--- src/rtl/comparador_pkg.sv ---
// Shared types for the serial magnitude comparator.
//   state_e  : controller states (idle, digit-by-digit compare, one-cycle done)
//   result_e : encoding of the sticky partial result; ResEq means "no digit has differed yet"
package comparador_pkg;

    typedef enum logic [1:0] {
        StIdle    = 2'd0,
        StCompare = 2'd1,
        StDone    = 2'd2
    } state_e;

    typedef enum logic [1:0] {
        ResEq = 2'd0,
        ResGt = 2'd1,
        ResLt = 2'd2
    } result_e;

    // Fold a digit comparator's gt/lt pair into the result encoding.
    function automatic result_e digit_result(input logic gt, input logic lt);
        if (gt) begin
            return ResGt;
        end else if (lt) begin
            return ResLt;
        end
        return ResEq;
    endfunction

endpackage

--- src/rtl/comparador_serial_if.sv ---
// Request/result bundle of the serial comparator.
//   start, signed_mode, A, B : request side, driven by the master
//   busy, done, G, L, E      : status and registered result, driven by the comparator
interface comparador_serial_if #(
    parameter int unsigned W = 8
);
    logic         start;
    logic         signed_mode;
    logic [W-1:0] A;
    logic [W-1:0] B;
    logic         busy;
    logic         done;
    logic         G;
    logic         L;
    logic         E;

    modport master (
        output start, signed_mode, A, B,
        input  busy, done, G, L, E
    );

    modport slave (
        input  start, signed_mode, A, B,
        output busy, done, G, L, E
    );
endinterface

--- src/rtl/comparador_digito.sv ---
// Combinational unsigned magnitude comparator for one D-bit digit.
//   a_i, b_i : digit operands
//   gt_o     : a_i > b_i
//   lt_o     : a_i < b_i
//   eq_o     : a_i == b_i
module comparador_digito #(
    parameter int unsigned D = 1
) (
    input  logic [D-1:0] a_i,
    input  logic [D-1:0] b_i,
    output logic         gt_o,
    output logic         lt_o,
    output logic         eq_o
);
    assign gt_o = (a_i > b_i);
    assign lt_o = (a_i < b_i);
    assign eq_o = (a_i == b_i);
endmodule

--- src/rtl/comparador_serial.sv ---
// Serial MSB-first magnitude comparator, D bits per clock, unsigned or two's complement.
//   clk   : clock, rising edge
//   rst_n : asynchronous active-low reset
//   bus   : slave side of comparador_serial_if
//           start/signed_mode/A/B captured in idle; busy during compare;
//           done one-cycle pulse; G/L/E registered, held until the next done
module comparador_serial
    import comparador_pkg::*;
#(
    parameter int unsigned W          = 8,
    parameter int unsigned D          = 1,
    parameter bit          EARLY_EXIT = 1'b1
) (
    input  logic                clk,
    input  logic                rst_n,
    comparador_serial_if.slave  bus
);
    localparam int unsigned NumDig = W / D;
    localparam int unsigned CntW   = (NumDig > 1) ? $clog2(NumDig) : 1;
    // Flipping the sign bit of both operands turns two's complement into offset binary,
    // so the unsigned digit compare orders signed values correctly.
    localparam logic [W-1:0] MsbMask = {1'b1, {(W - 1){1'b0}}};

    state_e          state_q;
    logic [W-1:0]    sa_q;
    logic [W-1:0]    sb_q;
    logic [CntW-1:0] cnt_q;
    result_e         sticky_q;
    logic            busy_q;
    logic            done_q;
    logic            g_q;
    logic            l_q;
    logic            e_q;

    logic            dig_gt;
    logic            dig_lt;
    logic            dig_eq;
    result_e         merged_res;

    comparador_digito #(
        .D (D)
    ) u_digito (
        .a_i  (sa_q[W-1 -: D]),
        .b_i  (sb_q[W-1 -: D]),
        .gt_o (dig_gt),
        .lt_o (dig_lt),
        .eq_o (dig_eq)
    );

    // The first differing digit decides; later digits never override it.
    always_comb begin
        merged_res = sticky_q;
        if (sticky_q == ResEq) begin
            merged_res = digit_result(dig_gt, dig_lt);
        end
    end

    always_ff @(posedge clk or negedge rst_n) begin
        if (!rst_n) begin
            state_q  <= StIdle;
            sa_q     <= '0;
            sb_q     <= '0;
            cnt_q    <= '0;
            sticky_q <= ResEq;
            busy_q   <= 1'b0;
            done_q   <= 1'b0;
            g_q      <= 1'b0;
            l_q      <= 1'b0;
            e_q      <= 1'b0;
        end else begin
            case (state_q)
                StIdle: begin
                    if (bus.start) begin
                        sa_q     <= bus.signed_mode ? (bus.A ^ MsbMask) : bus.A;
                        sb_q     <= bus.signed_mode ? (bus.B ^ MsbMask) : bus.B;
                        cnt_q    <= CntW'(NumDig - 1);
                        sticky_q <= ResEq;
                        busy_q   <= 1'b1;
                        state_q  <= StCompare;
                    end
                end
                StCompare: begin
                    if (EARLY_EXIT && !dig_eq) begin
                        g_q     <= dig_gt;
                        l_q     <= dig_lt;
                        e_q     <= 1'b0;
                        busy_q  <= 1'b0;
                        done_q  <= 1'b1;
                        state_q <= StDone;
                    end else if (cnt_q == '0) begin
                        g_q     <= (merged_res == ResGt);
                        l_q     <= (merged_res == ResLt);
                        e_q     <= (merged_res == ResEq);
                        busy_q  <= 1'b0;
                        done_q  <= 1'b1;
                        state_q <= StDone;
                    end else begin
                        sticky_q <= merged_res;
                        sa_q     <= sa_q << D;
                        sb_q     <= sb_q << D;
                        cnt_q    <= cnt_q - CntW'(1);
                    end
                end
                StDone: begin
                    done_q  <= 1'b0;
                    state_q <= StIdle;
                end
                default: begin
                    state_q <= StIdle;
                end
            endcase
        end
    end

    assign bus.busy = busy_q;
    assign bus.done = done_q;
    assign bus.G    = g_q;
    assign bus.L    = l_q;
    assign bus.E    = e_q;

endmodule

--- src/flat_wrapper.sv ---
// flat-port wrapper written by rule: the top's interface ports become plain ports
module comparador_serial_flat import comparador_pkg::*;
#(
    parameter int unsigned W          = 8,
    parameter int unsigned D          = 1,
    parameter bit          EARLY_EXIT = 1'b1
)
  (clk, rst_n, bus_start, bus_signed_mode, bus_A, bus_B, bus_busy, bus_done, bus_G, bus_L, bus_E);
  comparador_serial_if #(.W(W)) bus_i ();
  input  logic clk;
  input  logic rst_n;
  input wire logic [$bits(bus_i.start)-1:0] bus_start;
  input wire logic [$bits(bus_i.signed_mode)-1:0] bus_signed_mode;
  input wire logic [$bits(bus_i.A)-1:0] bus_A;
  input wire logic [$bits(bus_i.B)-1:0] bus_B;
  output wire logic [$bits(bus_i.busy)-1:0] bus_busy;
  output wire logic [$bits(bus_i.done)-1:0] bus_done;
  output wire logic [$bits(bus_i.G)-1:0] bus_G;
  output wire logic [$bits(bus_i.L)-1:0] bus_L;
  output wire logic [$bits(bus_i.E)-1:0] bus_E;
  assign bus_i.start = bus_start;
  assign bus_i.signed_mode = bus_signed_mode;
  assign bus_i.A = bus_A;
  assign bus_i.B = bus_B;
  assign bus_busy = bus_i.busy;
  assign bus_done = bus_i.done;
  assign bus_G = bus_i.G;
  assign bus_L = bus_i.L;
  assign bus_E = bus_i.E;
  comparador_serial #(.W(W), .D(D), .EARLY_EXIT(EARLY_EXIT)) u_core (.clk(clk), .rst_n(rst_n), .bus(bus_i));
endmodule
--- config.mk ---
export PLATFORM = sky130hd
export DESIGN_NAME = comparador_serial_flat
export DESIGN_NICKNAME = d
export VERILOG_FILES = /design/src/rtl/comparador_pkg.sv /design/src/rtl/comparador_serial_if.sv /design/src/rtl/comparador_digito.sv /design/src/rtl/comparador_serial.sv /design/src/flat_wrapper.sv
export SDC_FILE = /design/constraint.sdc
export NUM_CORES = 1
export LEC_CHECK = 0
export ABC_CLOCK_PERIOD_IN_PS = 3200
export CORE_MARGIN = 1.5
export CORE_UTILIZATION = 40
export DETAILED_ROUTE_END_ITERATION = 10
export MAX_ROUTING_LAYER = met4
export SYNTH_ARGS = -nofsm -noshare
export SYNTH_HDL_FRONTEND = slang
export SYNTH_HIERARCHICAL = 1
export SYNTH_SLANG_ARGS = --single-unit
--- constraint.sdc ---
create_clock -name clk -period 3.2 [get_ports clk]
set_clock_uncertainty 0.05 [all_clocks]
set_input_delay 0.64 -clock clk [delete_from_list [all_inputs] [get_ports clk]]
set_output_delay 0.64 -clock clk [all_outputs]
set_load 0.05 [all_outputs]
Yosys cells after proc, flatten, opt, wreduce, memory -nomap -nowiden
Cells that the tools add are included.

Bits of input ports: 20. Bits in registers: 28. Output and inout port bits: 5.

$add $sub $neg: 1. Magnitude comparators: 2. Reduce and logical (&&, ||, !) cells: 11. Bitwise logic cells: 2. Eq/ne operators: 10. Multiplexer cells: 42.

Operators with widths (count): two-way mux 8 bit (8); one-hot mux 8 bit (2 select lines) (2); two-way mux 2 bit (10); two-way mux 1 bit (14); two-way mux 3 bit (3); one-hot mux 2 bit (2 select lines) (2); zero test 2 bit (3); != test 2 bit (second input constant) (3); one-hot mux 3 bit (2 select lines) (1); AND reduction 2 bit (3); equality test 2 x 1 -> 1 bit (second input constant) (2); equality test 2 bit (second input constant) (2); one-hot mux 1 bit (2 select lines) (2); AND reduction 4 bit (1); nonzero test 2 bit (2); zero test 3 bit (1); != test 3 bit (second input constant) (1); AND reduction 3 bit (1); subtractor 3 x 1 -> 3 bit (second input constant) (1); != test 2 x 1 -> 1 bit (second input constant) (1); inverter 1 bit (2); equality test 1 bit (1); greater-than comparator 1 bit (1); less-than comparator 1 bit (1).

Depth between registers and ports, before layout
Depth in word-level cells: 9. Mapped depth: 7. Mapped depth without buffers: 6.

Modules after synthesis
The synthesis kept the hierarchy.

Modules (own cells, without submodules): comparador_serial (area each 1328.8 sq um, seq. area each 700.7 sq um, times used 1, cells an instance 120); comparador_digito (area each 32.5 sq um, seq. area each 0.0 sq um, times used 1, cells an instance 4).

Worst setup path before layout
No wires, ideal clock.

Kind: register to register. From: register u_core.sa_q[7]. To: register u_core.l_q, in the netlist u_core/bus.L. Slack: 1.580 ns. Buffers on the path: 1. Arrival time: 1.443 ns. Stages on the path, launching flop included: 7. Cells stage by stage: dfrtp_1 inv_1 ha_1 clkbuf_1 a21o_4 inv_2 mux2_1.

RTL lines: from (decl) (line comparador_serial.sv:25) `logic [W-1:0] sa_q;`; from (signal assigned) (line comparador_serial.sv:74) `sa_q <= bus.signed_mode ? (bus.A ^ MsbMask) : bus.A;`; from (signal assigned) (line comparador_serial.sv:99) `sa_q <= sa_q << D;`; equality test 1 bit * (line comparador_digito.sv:17) `assign eq_o = (a_i == b_i);`; net u_core.dig_eq (line comparador_serial.sv:37) `logic dig_eq;`; != test 2 bit (no line); AND reduction 2 bit (no line); to (signal assigned) (line comparador_serial.sv:85) `l_q <= dig_lt;`; to (signal assigned) (line comparador_serial.sv:92) `l_q <= (merged_res == ResLt);`; to (decl) (line comparador_serial.sv:32) `logic l_q;`.

The timed path passes the listed nets; every way through them passes the cells marked *. The select of a mux whose other input is x is not followed. A chain may end at the register's enable or synchronous reset.

Worst setup path after layout
From: register u_core.busy_q, in the netlist u_core/bus.busy. To: output port bus_busy.

RTL lines: from (decl) (line comparador_serial.sv:29) `logic busy_q;`; from (signal assigned) (line comparador_serial.sv:65) `busy_q <= 1'b0;`; from (signal assigned) (line comparador_serial.sv:78) `busy_q <= 1'b1;`; from (signal assigned) (line comparador_serial.sv:87) `busy_q <= 1'b0;`; to (decl) (line flat_wrapper.sv:16) `output wire logic [$bits(bus_i.busy)-1:0] bus_busy;`.

No word-level cell between the ends.

==> impl_metrics.tcl <==
set metrics [dict create \
    status "finished, final reports clean" \
    mappedNetlistNets 148 \
    slowest_delay_ns 0.80 \
    worst_slack_ns 1.009 \
    core_um2 3153 \
    post_cts_buffers 0 \
    antenna_found_initial 0 \
    crit_buf_inv 1 \
    post-route-min-period_ns 2.191 \
    synth_ff_type "dfrtp_1" \
    synth_edf_count 0 \
    fin_crit_sh 0.6848 \
    rsz0062_at_grt "false" \
    route.detailed.drc 0 \
    drt_pass1_iterations 4 \
    leakagePower_nw 0.7695 \
    timing_worst_setup_path_type "register to output pin" \
    pre_cts_slack_ns 0.8708 \
    finalSetupViolations 0 \
    synth_area_leaders "dfrtp_1, mux2i_1, o21ai_1" \
    cts_buffers 3 \
    grt_first_pass_wirelength_mm 3.670 \
    register_area_um2 700.7 \
    ir_drop_mv 0.3859 \
    overflow 0 \
    cp_slowest_cell "clkdlybuf4s50_1" \
    hold_class "register to register" \
    clk_pin_slew_worst_paths_ns 0.15 \
    pin_count 25 \
    yosys-top-cells-count "dfrtp_1, nand2_1, mux2i_1, o21ai_1, inv_1" \
    path_delay_family "buffers and inverters" \
    ys_ff_latch 28 \
    postCtsHoldBufs 0 \
    via_count 930 \
    ys_warn_count 6 \
    track_usage 0.1395 \
    grt_start_max_net_pins 34 \
    synth_cells 124 \
    final_layout_size_suffix_gt1_frac 0.08219 \
    powerDensity_nw_per_um2 955.9 \
    start_kind "register" \
    area_growth_pct 20.68 \
    worstSetupEndpointType "output pin" \
    synth_top_area_cell "dfrtp_1" \
    avgSynthCellArea_um2 10.98 \
    ys_seq_area_frac 0.5147 \
    die_y_um 61.34 \
    dpl.hpwl_mm 1.630 \
    cp_max_fo 2 \
    post_cts_resized 0 \
    synth_top_area_frac 0.5147 \
    num_antenna_cells 0 \
    cts_tree "built" \
    synth.most_common_cell "dfrtp_1" \
    multi_input_area_um2 569.3 \
    avgViaCountPerCell 4.895 \
    fill_cells 320 \
    hold_viol 0 \
    port_buffers 24 \
    ys_types 33 \
    drt_iter0_drc 19 \
    first_global_vias 855 \
    rows 20 \
    syn_area_um2 1361 \
    num-nets-final 171 \
    worstPathArrival_ns 1.50 \
    slew_headroom 0.4579 \
    async_flop_share 1.000 \
    wl_mm 2.250 \
    globalplace.congestion 0.7887 \
    fp.dieW_um 61.34 \
    crit_required_ns 2.51 \
    clock_tree.buffer_depth 2 \
    slew_violations 0 \
    wire_per_inst_um 11.84 \
    cp_cell_sequence "clkdlybuf4s50_1" \
    clk_latency_ns 0.33 \
    cts.sinks 28 \
    drv_cap 0 \
    cts_root_buf "clkbuf_4" \
    dieArea_um2 3762 \
    tns_ns 0 \
    start_util 0.4317 \
    max_freq_mhz 456.3 \
    ant_nets 0 \
    worstMarginPinSlew_ns 0.8131 \
    cts-htree-levels 1 \
]
## flip-flops by register name, summed over array words and instances (netlist names), 2 cells and up
| name | flops |
|---|---|
| u_core/cnt_q | 3 |
| u_core/state_q | 2 |
| u_core/sa_q | 8 |
| u_core/sb_q | 8 |
| u_core/sticky_q | 2 |
## cell type report
| cell class | instances | area share |
|---|---|---|
| inverters | 9 | 0.02056 |
| repair buffers | 25 | 0.1508 |
| multi-input cells | 80 | 0.3465 |
| clock buffers | 4 | 0.02209 |
| flip-flops and latches | 28 | 0.4265 |
| well taps | 44 | 0.03351 |
## cell families (layout without fill, tap and decap cells)
| kind of cell | count (synthesis) | count (layout) | synth area share |
|---|---|---|---|
| buffers and inverters | 16 | 38 | 0.06708 |
| flip-flops | 28 | 28 | 0.5147 |
| AO/OA/AOI/OAI | 33 | 33 | 0.1645 |
| AND/OR/NAND/NOR | 27 | 27 | 0.1002 |
| adder cells (fa/ha/maj) | 4 | 4 | 0.03677 |
| XOR/XNOR | 2 | 2 | 0.01287 |
| multiplexers | 14 | 14 | 0.1039 |
## metrics by stage
| step | cell area, um2 | hold WS (ns) | std cells | utilization | power [W] |
|---|---|---|---|---|---|
| after global routing | 1643 | 0.4598 | 190 | 0.5210 | 0.001704 |
| after global placement | 1607 | 0.4133 | 186 | 0.5095 | 0.001395 |
| after floorplan | 1361 | 0.2944 | 124 | - | 0.001294 |
| final | 1643 | 0.4448 | 190 | 0.5210 | 0.001570 |
| after detailed placement | 1607 | 0.4155 | 186 | 0.5095 | 0.001426 |
| after CTS | 1643 | 0.4497 | 190 | 0.5210 | 0.001597 |
## metal layers
layer / part of all wire / global-route usage
met2: 0.50 / 0.2508
met4: 0.0084 / 0.02736
met1: 0.45 / 0.1516
met5: 0 / -
met3: 0.044 / 0.04412
## report_power, final
group / internal, W / switching (W)
registers: 0.000513 / 0.0000903
logic: 0.000328 / 0.000469
clock network: 0.0000697 / 0.000100
total: 0.000911 / 0.000660
## path summary, 6_finish.rpt
kind	startpoint	end	slack, ns	cells after the start
setup / recovery	u_core/bus.busy	bus_busy	1.01	1
hold / removal	u_core/bus.busy	u_core/bus.busy	0.44	1
setup reg to reg	u_core/sa_q[7]	u_core/sa_q[6]	1.26	4
hold reg to reg	u_core/bus.busy	u_core/bus.busy	0.44	1
max in group asynchronous	rst_n	u_core/sb_q[4]	2.23	2
min in group asynchronous	rst_n	u_core/bus.G	0.61	2
## cell usage in the layout, fill, tap and decap left out, types with 2 or more instances in the layout
cell type        count
dfrtp_1             28
clkdlybuf4s50_1     24
nand2_1             16
mux2i_1             13
o21ai_1             13
inv_1                8
a21oi_1              4
nor2_1               4
ha_1                 4
clkbuf_4             3
o21ai_0              3
a21o_1               2
a31oi_1              2
a22o_1               2
xnor2_1              2
Note: power is estimated with default switching activity, not from simulation.
